===== src/rtl/shift_pipe.sv =====
// shift_pipe: pipelined logarithmic barrel shifter with valid/ready on both sides.
// Supports SLL, SRL and SRA. Rotate-right is built only when SHIFT_PIPE_ROTATE_EN
// is defined; otherwise op 11 is executed as SRL and still reported as 11.
// Stage k shifts by 2^(STAGES-1-k), so the largest shift happens first, and every
// stage is registered. The whole pipe advances together or stalls together.
module shift_pipe #(
  parameter  int WIDTH = 32,
  localparam int SHW   = $clog2(WIDTH)
) (
  input  logic             clk,
  input  logic             rst,
  input  logic             in_valid,
  output logic             in_ready,
  input  logic [WIDTH-1:0] in_data,
  input  logic [SHW-1:0]   in_shamt,
  input  logic [1:0]       in_op,
  output logic             out_valid,
  input  logic             out_ready,
  output logic [WIDTH-1:0] out_data,
  output logic [1:0]       out_op
);

  localparam int STAGES = SHW;

  localparam logic [1:0] OP_SLL = 2'b00;
  localparam logic [1:0] OP_SRA = 2'b10;
  localparam logic [1:0] OP_ROR = 2'b11;

  // Stage registers and their next-state values
  logic [STAGES-1:0] vld_q, vld_d;
  logic [WIDTH-1:0]  data_q  [STAGES];
  logic [WIDTH-1:0]  data_d  [STAGES];
  logic [SHW-1:0]    shamt_q [STAGES];
  logic [SHW-1:0]    shamt_d [STAGES];
  logic [1:0]        op_q    [STAGES];
  logic [1:0]        op_d    [STAGES];
  logic              fill_q  [STAGES];
  logic              fill_d  [STAGES];

  // Inputs seen by each stage: the port for stage 0, the previous register otherwise
  logic [STAGES-1:0] src_vld;
  logic [WIDTH-1:0]  src_data  [STAGES];
  logic [SHW-1:0]    src_shamt [STAGES];
  logic [1:0]        src_op    [STAGES];
  logic              src_fill  [STAGES];

  logic advance;

  // One fixed-distance shift step; fill only ever lands in the vacated MSBs.
  function automatic logic [WIDTH-1:0] stage_shift(
    input logic [WIDTH-1:0] x,
    input logic [1:0]       op,
    input logic             fill,
    input int               sh
  );
    logic [WIDTH-1:0] fill_hi;
    logic [WIDTH-1:0] r;
    fill_hi = fill ? ~({WIDTH{1'b1}} >> sh) : '0;
    case (op)
      OP_SLL: r = x << sh;
`ifdef SHIFT_PIPE_ROTATE_EN
      OP_ROR: r = (x >> sh) | (x << (WIDTH - sh));
`else
      OP_ROR: r = x >> sh;
`endif
      default: r = (x >> sh) | fill_hi;
    endcase
    return r;
  endfunction

  // Global advance: the pipe moves whenever the final slot is empty or being drained
  assign advance   = !vld_q[STAGES-1] || out_ready;
  assign in_ready  = advance;
  assign out_valid = vld_q[STAGES-1];
  assign out_data  = data_q[STAGES-1];
  assign out_op    = op_q[STAGES-1];

  // Route each stage's source and compute its conditionally shifted next value
  always_comb begin
    src_vld      = '0;
    src_vld[0]   = in_valid;
    src_data[0]  = in_data;
    src_shamt[0] = in_shamt;
    src_op[0]    = in_op;
    src_fill[0]  = (in_op == OP_SRA) && in_data[WIDTH-1];
    for (int k = 1; k < STAGES; k++) begin
      src_vld[k]   = vld_q[k-1];
      src_data[k]  = data_q[k-1];
      src_shamt[k] = shamt_q[k-1];
      src_op[k]    = op_q[k-1];
      src_fill[k]  = fill_q[k-1];
    end
    vld_d = src_vld;
    for (int k = 0; k < STAGES; k++) begin
      shamt_d[k] = src_shamt[k];
      op_d[k]    = src_op[k];
      fill_d[k]  = src_fill[k];
      data_d[k]  = src_data[k];
      if (src_shamt[k][STAGES-1-k]) begin
        data_d[k] = stage_shift(src_data[k], src_op[k], src_fill[k], 1 << (STAGES-1-k));
      end
    end
  end

  // Stage register bank: reset flushes every slot, otherwise all stages move on advance
  always_ff @(posedge clk) begin
    if (rst) begin
      vld_q            <= '0;
      data_q[STAGES-1] <= '0;
      op_q[STAGES-1]   <= '0;
    end else if (advance) begin
      vld_q <= vld_d;
      for (int k = 0; k < STAGES; k++) begin
        data_q[k]  <= data_d[k];
        shamt_q[k] <= shamt_d[k];
        op_q[k]    <= op_d[k];
        fill_q[k]  <= fill_d[k];
      end
    end
  end

endmodule


===== config.mk =====
export PLATFORM = sky130hd
export DESIGN_NAME = shift_pipe
export DESIGN_NICKNAME = d
export VERILOG_FILES = /design/src/rtl/shift_pipe.sv
export SDC_FILE = /design/constraint.sdc
export NUM_CORES = 1
export LEC_CHECK = 0
export ABC_AREA = 1
export BUFFER_PORTS_ARGS = -buffer_cell sky130_fd_sc_hd__buf_2
export CORE_ASPECT_RATIO = 1.1
export CORE_MARGIN = 5
export CORE_UTILIZATION = 45
export CTS_CLUSTER_DIAMETER = 120
export DETAILED_ROUTE_END_ITERATION = 8
export PLACE_DENSITY = 0.68
export SYNTH_ARGS = -nofsm -noshare
export SYNTH_HDL_FRONTEND = slang
export SYNTH_SLANG_ARGS = --single-unit

===== constraint.sdc =====
create_clock -name clk -period 5.1 [get_ports clk]
set_input_delay 0.255 -clock clk [delete_from_list [all_inputs] [get_ports clk]]
set_output_delay 0.255 -clock clk [all_outputs]
set_load 0.02 [all_outputs]

---- After elaboration in Yosys (flattened, before gate mapping) ----
Memories as Yosys holds them, arrays and structs flattened.
Index checks and enable logic that the tools add are counted.
storage, ports and cells
  flip-flop bits (word level) ............. 5
  output and inout port bits .............. 36
  logic and storage cells ................. 48
  memory bits (writable) .................. 200
  memories kept ........................... 4
  input port bits ......................... 43
memory list
  memory   words  width  rd ports  clocked after memory_dff  write ports  RTL line  RTL
  data_q   5      32     5         0                         5            31        logic [WIDTH-1:0] data_q [STAGES];
  shamt_q  5      5      4         0                         5            33        logic [SHW-1:0] shamt_q [STAGES];
  op_q     5      2      5         0                         5            35        logic [1:0] op_q [STAGES];
  fill_q   5      1      4         0                         5            37        logic fill_q [STAGES];
cells by class
  reduce and logical (&&, ||, !) cells .... 8
  mux-type cells .......................... 22
  bitwise operators ....................... 7
  eq/ne operators ......................... 6
operators by type and width
  cell                  number
  $mux W32              11
  $pmux W32 S2          5
  $or A16 B32 Y32       1
  $or A24 B32 Y32       1
  $or A28 B32 Y32       1
  $or A30 B32 Y32       1
  $or A31 B32 Y32       1
  $eq A2 B2 Y1 const B  6
  $logic_not A2 Y1      5
  $mux W1               5
  $mux W2               1
  $or A1 B1 Y1          2
  $logic_and A1 B1 Y1   1
  $logic_not A1 Y1      1
  $logic_or A1 B1 Y1    1

---- Longest topological paths before layout ----
  word-level depth ........................ 6
  depth in mapped cells ................... 10
  gate-level depth less buffers ........... 9

---- Least setup slack after synthesis ----
Ideal clock, no wire load.
  path kind ............................... reg-to-reg
  start ................................... register vld_q[4]
  end ..................................... memory data_q[4][31] (netlist: data_q[0][159]), data pin
  stages on the path, launching flop included .. 6
  data required time ...................... 4.940 ns
  library setup time ...................... 0.160 ns
  period minus slack after synthesis ...... 4.406 ns
  data arrival time ....................... 4.246 ns
  setup slack ............................. 0.694 ns
  path buffers ............................ 0
  cells stage by stage .................... dfxtp_1 > nand2_1 > nand2_2 > inv_1 > o21ai_0 > nor2_1
RTL lines
  what                      RTL line  RTL
  start: declaration        30        logic [STAGES-1:0] vld_q, vld_d;
  start signal: assignment  112       vld_q <= vld_d;
  end: declaration          31

==> results_tabular.tex <==
\begin{tabular}{lr}
\hline
Metric & Value \\
\hline
\multicolumn{2}{l}{\textbf{Run status}} \\
Status & completed \\
\multicolumn{2}{l}{\textbf{Setup path}} \\
Slowest CP cell & nand2\_1 \\
Element type at the critical path start & flop \\
Slack of the worst reg-to-reg path & 2210 ps \\
Critical path arrival & 3080 ps \\
Crit Path Category & reg2reg \\
Slowest cell delay on critical path & 790 ps \\
Required time worst endpoint & 5290 ps \\
Depth of the most critical reg-to-reg path & 8 \\
Kind of capture point of the worst setup path & flop \\
Reg-to-reg critical path endpoint & data\_q[0][134] \\
Beginning of the worst register-to-register path & op\_q[0][6] \\
Launching instance or port of the critical path & op\_q[0][6] \\
Max FO, Critical Path & 31 \\
Critical Path, Cell by Cell & inv\_1, ha\_1, inv\_1, nand2\_1, nand2\_1, nand3\_1, nand2\_1, inv\_1 \\
\multicolumn{2}{l}{\textbf{GRT}} \\
Antenna violations before repair & 0 \\
Largest net degree at the start of global routing & 92 \\
Wire length of the first global-routing pass & 28.1 mm \\
Total global routing track utilization & 14.0\% \\
Vias in the first global route & 5950 \\
Overall overflow remaining after global route & 0 \\
\multicolumn{2}{l}{\textbf{Cells and area}} \\
Total area of multi-input combinational cells & 3170 um\^{}2 \\
Final core utilization & 49.8\% \\
Area occupied by registers & 5630 um\^{}2 \\
Final nets & 1174 \\
Relative area change from synthesis to final layout & 9.50\% \\
Antenna Cells & 0 \\
Share of final-layout standard cells stronger than drive strength 1 & 10.7\% \\
Filler cell count & 2013 \\
Commonest non-fill, non-tap cell in the layout & nand2\_1 \\
Commonest cells after routing, fill and taps aside & nand2\_1 (432), edfxtp\_1 (184), nand3\_1 (98), nor2\_1 (92), inv\_1 (87) \\
\multicolumn{2}{l}{\textbf{Power and ir drop}} \\
Worst vdd rail ir drop & 252 uV \\
Power density over the cells & 348 nW/um\^{}2 \\
Leakage power figure & 4.76 nW \\
Design Power & 0.00368 W \\
\multicolumn{2}{l}{\textbf{Floorplanning}} \\
Floorplan core area & 21200 um\^{}2 \\
Vertical extent of the die & 164 um \\
Number of I/O pins & 79 \\
Cell row count & 56 \\
Initial cell density of the core & 45.5\% \\
DIE AREA & 24500 um\^{}2 \\
Width of the die & 150 um \\
\multicolumn{2}{l}{\textbf{STA}} \\
Hold Violations, Final & 0 \\
Setup repair after global routing missed its margin & false \\
Maximum achievable frequency & 346 MHz \\
Total count of max-transition violations in the final report & 0 \\
Final min period & 2890 ps \\
Final period utilization & 56.7\% \\
Clock tree skew after final layout & 8.40 ps \\
Final setup violation count & 0 \\
Worst-Margin Slew & 985 ps \\
Max-slew headroom at the worst pin & 34.4\% \\
Setup Total Neg Slack & 0 ps \\
\multicolumn{2}{l}{\textbf{Clock network}} \\
Number of buffers created by CTS & 17 \\
H-Tree Level Count & 4 \\
Root buffer cell & clkbuf\_16 \\
CTS tree & built \\
Clock-pin slew on the worst setup and hold paths & 70 ps \\
Buffer count from post-CTS setup fixing & 0 \\
Clock latency at the later pin of the worst-skew pair & 430 ps \\
Sink Count & 189 \\
Number of buffers on the longest clock path & 2 \\
\multicolumn{2}{l}{\textbf{Yosys}} \\
Post-synthesis sequential area ratio & 58.3\% \\
Post-synthesis net count & 1155 \\
Average cell area after synthesis & 8.77 um\^{}2 \\
Post-Syn Area & 9650 um\^{}2 \\
Number of standard cells after synthesis & 1101 \\
Unique masters post-synth & 24 \\
Yosys Warn Count & 0 \\
Cell taking the most area after synthesis & edfxtp\_1 \\
Dominant cells by area after synthesis & edfxtp\_1 (57\%), nand2\_1 (17\%), nand3\_1 (5.1\%) \\
Post-synthesis sequential element count & 189 \\
Proportion of netlist area held by the largest area contributor & 57.2\% \\
\multicolumn{2}{l}{\textbf{Drt}} \\
Initial drt markers & 457 \\
First drt pass iteration count & 5 \\
Final Routed Wirelength & 16.4 mm \\
Post-detailed-route via-to-cell ratio & 4.71 \\
Post-route DRC & 0 \\
Routed vias & 6701 \\
Count of nets left with antenna violations after detail routing & 0 \\
Routed wirelength normalized by instance count & 11.5 um \\
\multicolumn{2}{l}{\textbf{Worst hold path}} \\
Worst hold endpoint & vld\_q[0] \\
Hold path cells & 3 \\
Startpoint of the lowest-slack hold path & in\_valid \\
Min-Delay Path Class & in2reg \\
\multicolumn{2}{l}{\textbf{Placed design}} \\
Routability cong. & 0.833 \\
Port Buffers & 78 \\
Detailed-placement wirelength estimate & 11.6 mm \\
\multicolumn{2}{l}{\textbf{Job}} \\
Max-cap violations & 0 \\
\hline
\end{tabular}
[cells in the mapped netlist, drive strengths merged]
cell	instances
a21oi	36
buf	78
clkbuf	11
dfxtp	5
edfxtp	184
ha	11
inv	91
nand2	433
nand3	99
nor2	96
o211ai	13
o21a	1
o21ai	33
o22ai	9
or2	1
[final cells by class]
| cell class | count | share of cell area [%] |
|---|---|---|
| Tap cell | 290 | 3.43 |
| Sequential cell | 189 | 53.2 |
| Clock buffer | 19 | 4.10 |
| Multi-Input combinational cell | 732 | 30.0 |
| Clock inverter | 13 | 1.41 |
| Inverter | 91 | 3.28 |
| Timing Repair Buffer | 89 | 4.59 |
[how the worst max path moves through the flow]
stage                     endpoint  slack (ps)  depth (start not counted)
floorplan           data_q[0][159]         690                          5
global placement    data_q[0][133]        2340                          8
detailed placement  data_q[0][134]        2260                          8
CTS                 data_q[0][134]        2230                          8
global route        data_q[0][134]        1860                          8
finish              data_q[0][134]        2210                          8
[flip-flops by register name, summed over array words and instances (netlist names)]
signal and count:
shamt_q 10, fill_q 4, op_q 10, data_q 160, vld_q 5
[metrics by stage]
step | instances | worst slack [ps] | hold WS, ps | cell area, um^2
after floorplan | 1101 | 694 | 324 | 9650
after global placement | 1386 | 2340 | 400 | 9940
after detailed placement | 1386 | 2260 | 405 | 9940
after CTS | 1423 | 2230 | 21.7 | 10600
after global routing | 1423 | 1860 | 34.5 | 10600
final | 1423 | 2210 | 31.2 | 10600
[metal layers]
metal | global-route usage (%) | vias up | wire [um]
li1 | - | 3593 | -
met1 | 18.0 | 2886 | 7400
met2 | 23.4 | 193 | 7750
met3 | 2.83 | 29 | 840
met4 | 5.49 | 0 | 391
met5 | 0 | - | 0
[worst max-delay path: cells and delay by family (launching register included)]
| family | cells | cell delay (ps) |
|---|---|---|
| flops | 1 | 390 |
| fa+ha+maj | 1 | 250 |
| simple gates | 4 | 1250 |
| buf+inv | 3 | 750 |
[report_power, final]
| group | internal [W] | switching, W |
|---|---|---|
| registers | 0.00187 | 0.0000758 |
| logic | 0.000149 | 0.000299 |
| clock network | 0.000763 | 0.000528 |
| total | 0.00278 | 0.000903 |
[what timing repair did]
item | CTS | global route
gates resized for setup | 0 | 0
hold buffers | 5 | 0
hold endpoints to repair | 5 | 0
[cells by family after synthesis]
| family | Yosys count | synth area share, % |
|---|---|---|
| fa+ha+maj | 11 | 1.43 |
| compound gates | 92 | 5.29 |
| simple gates | 629 | 26.1 |
| buf+inv | 180 | 8.96 |
| flops | 189 | 58.3 |
Note: power is estimated with default switching activity, not from simulation.
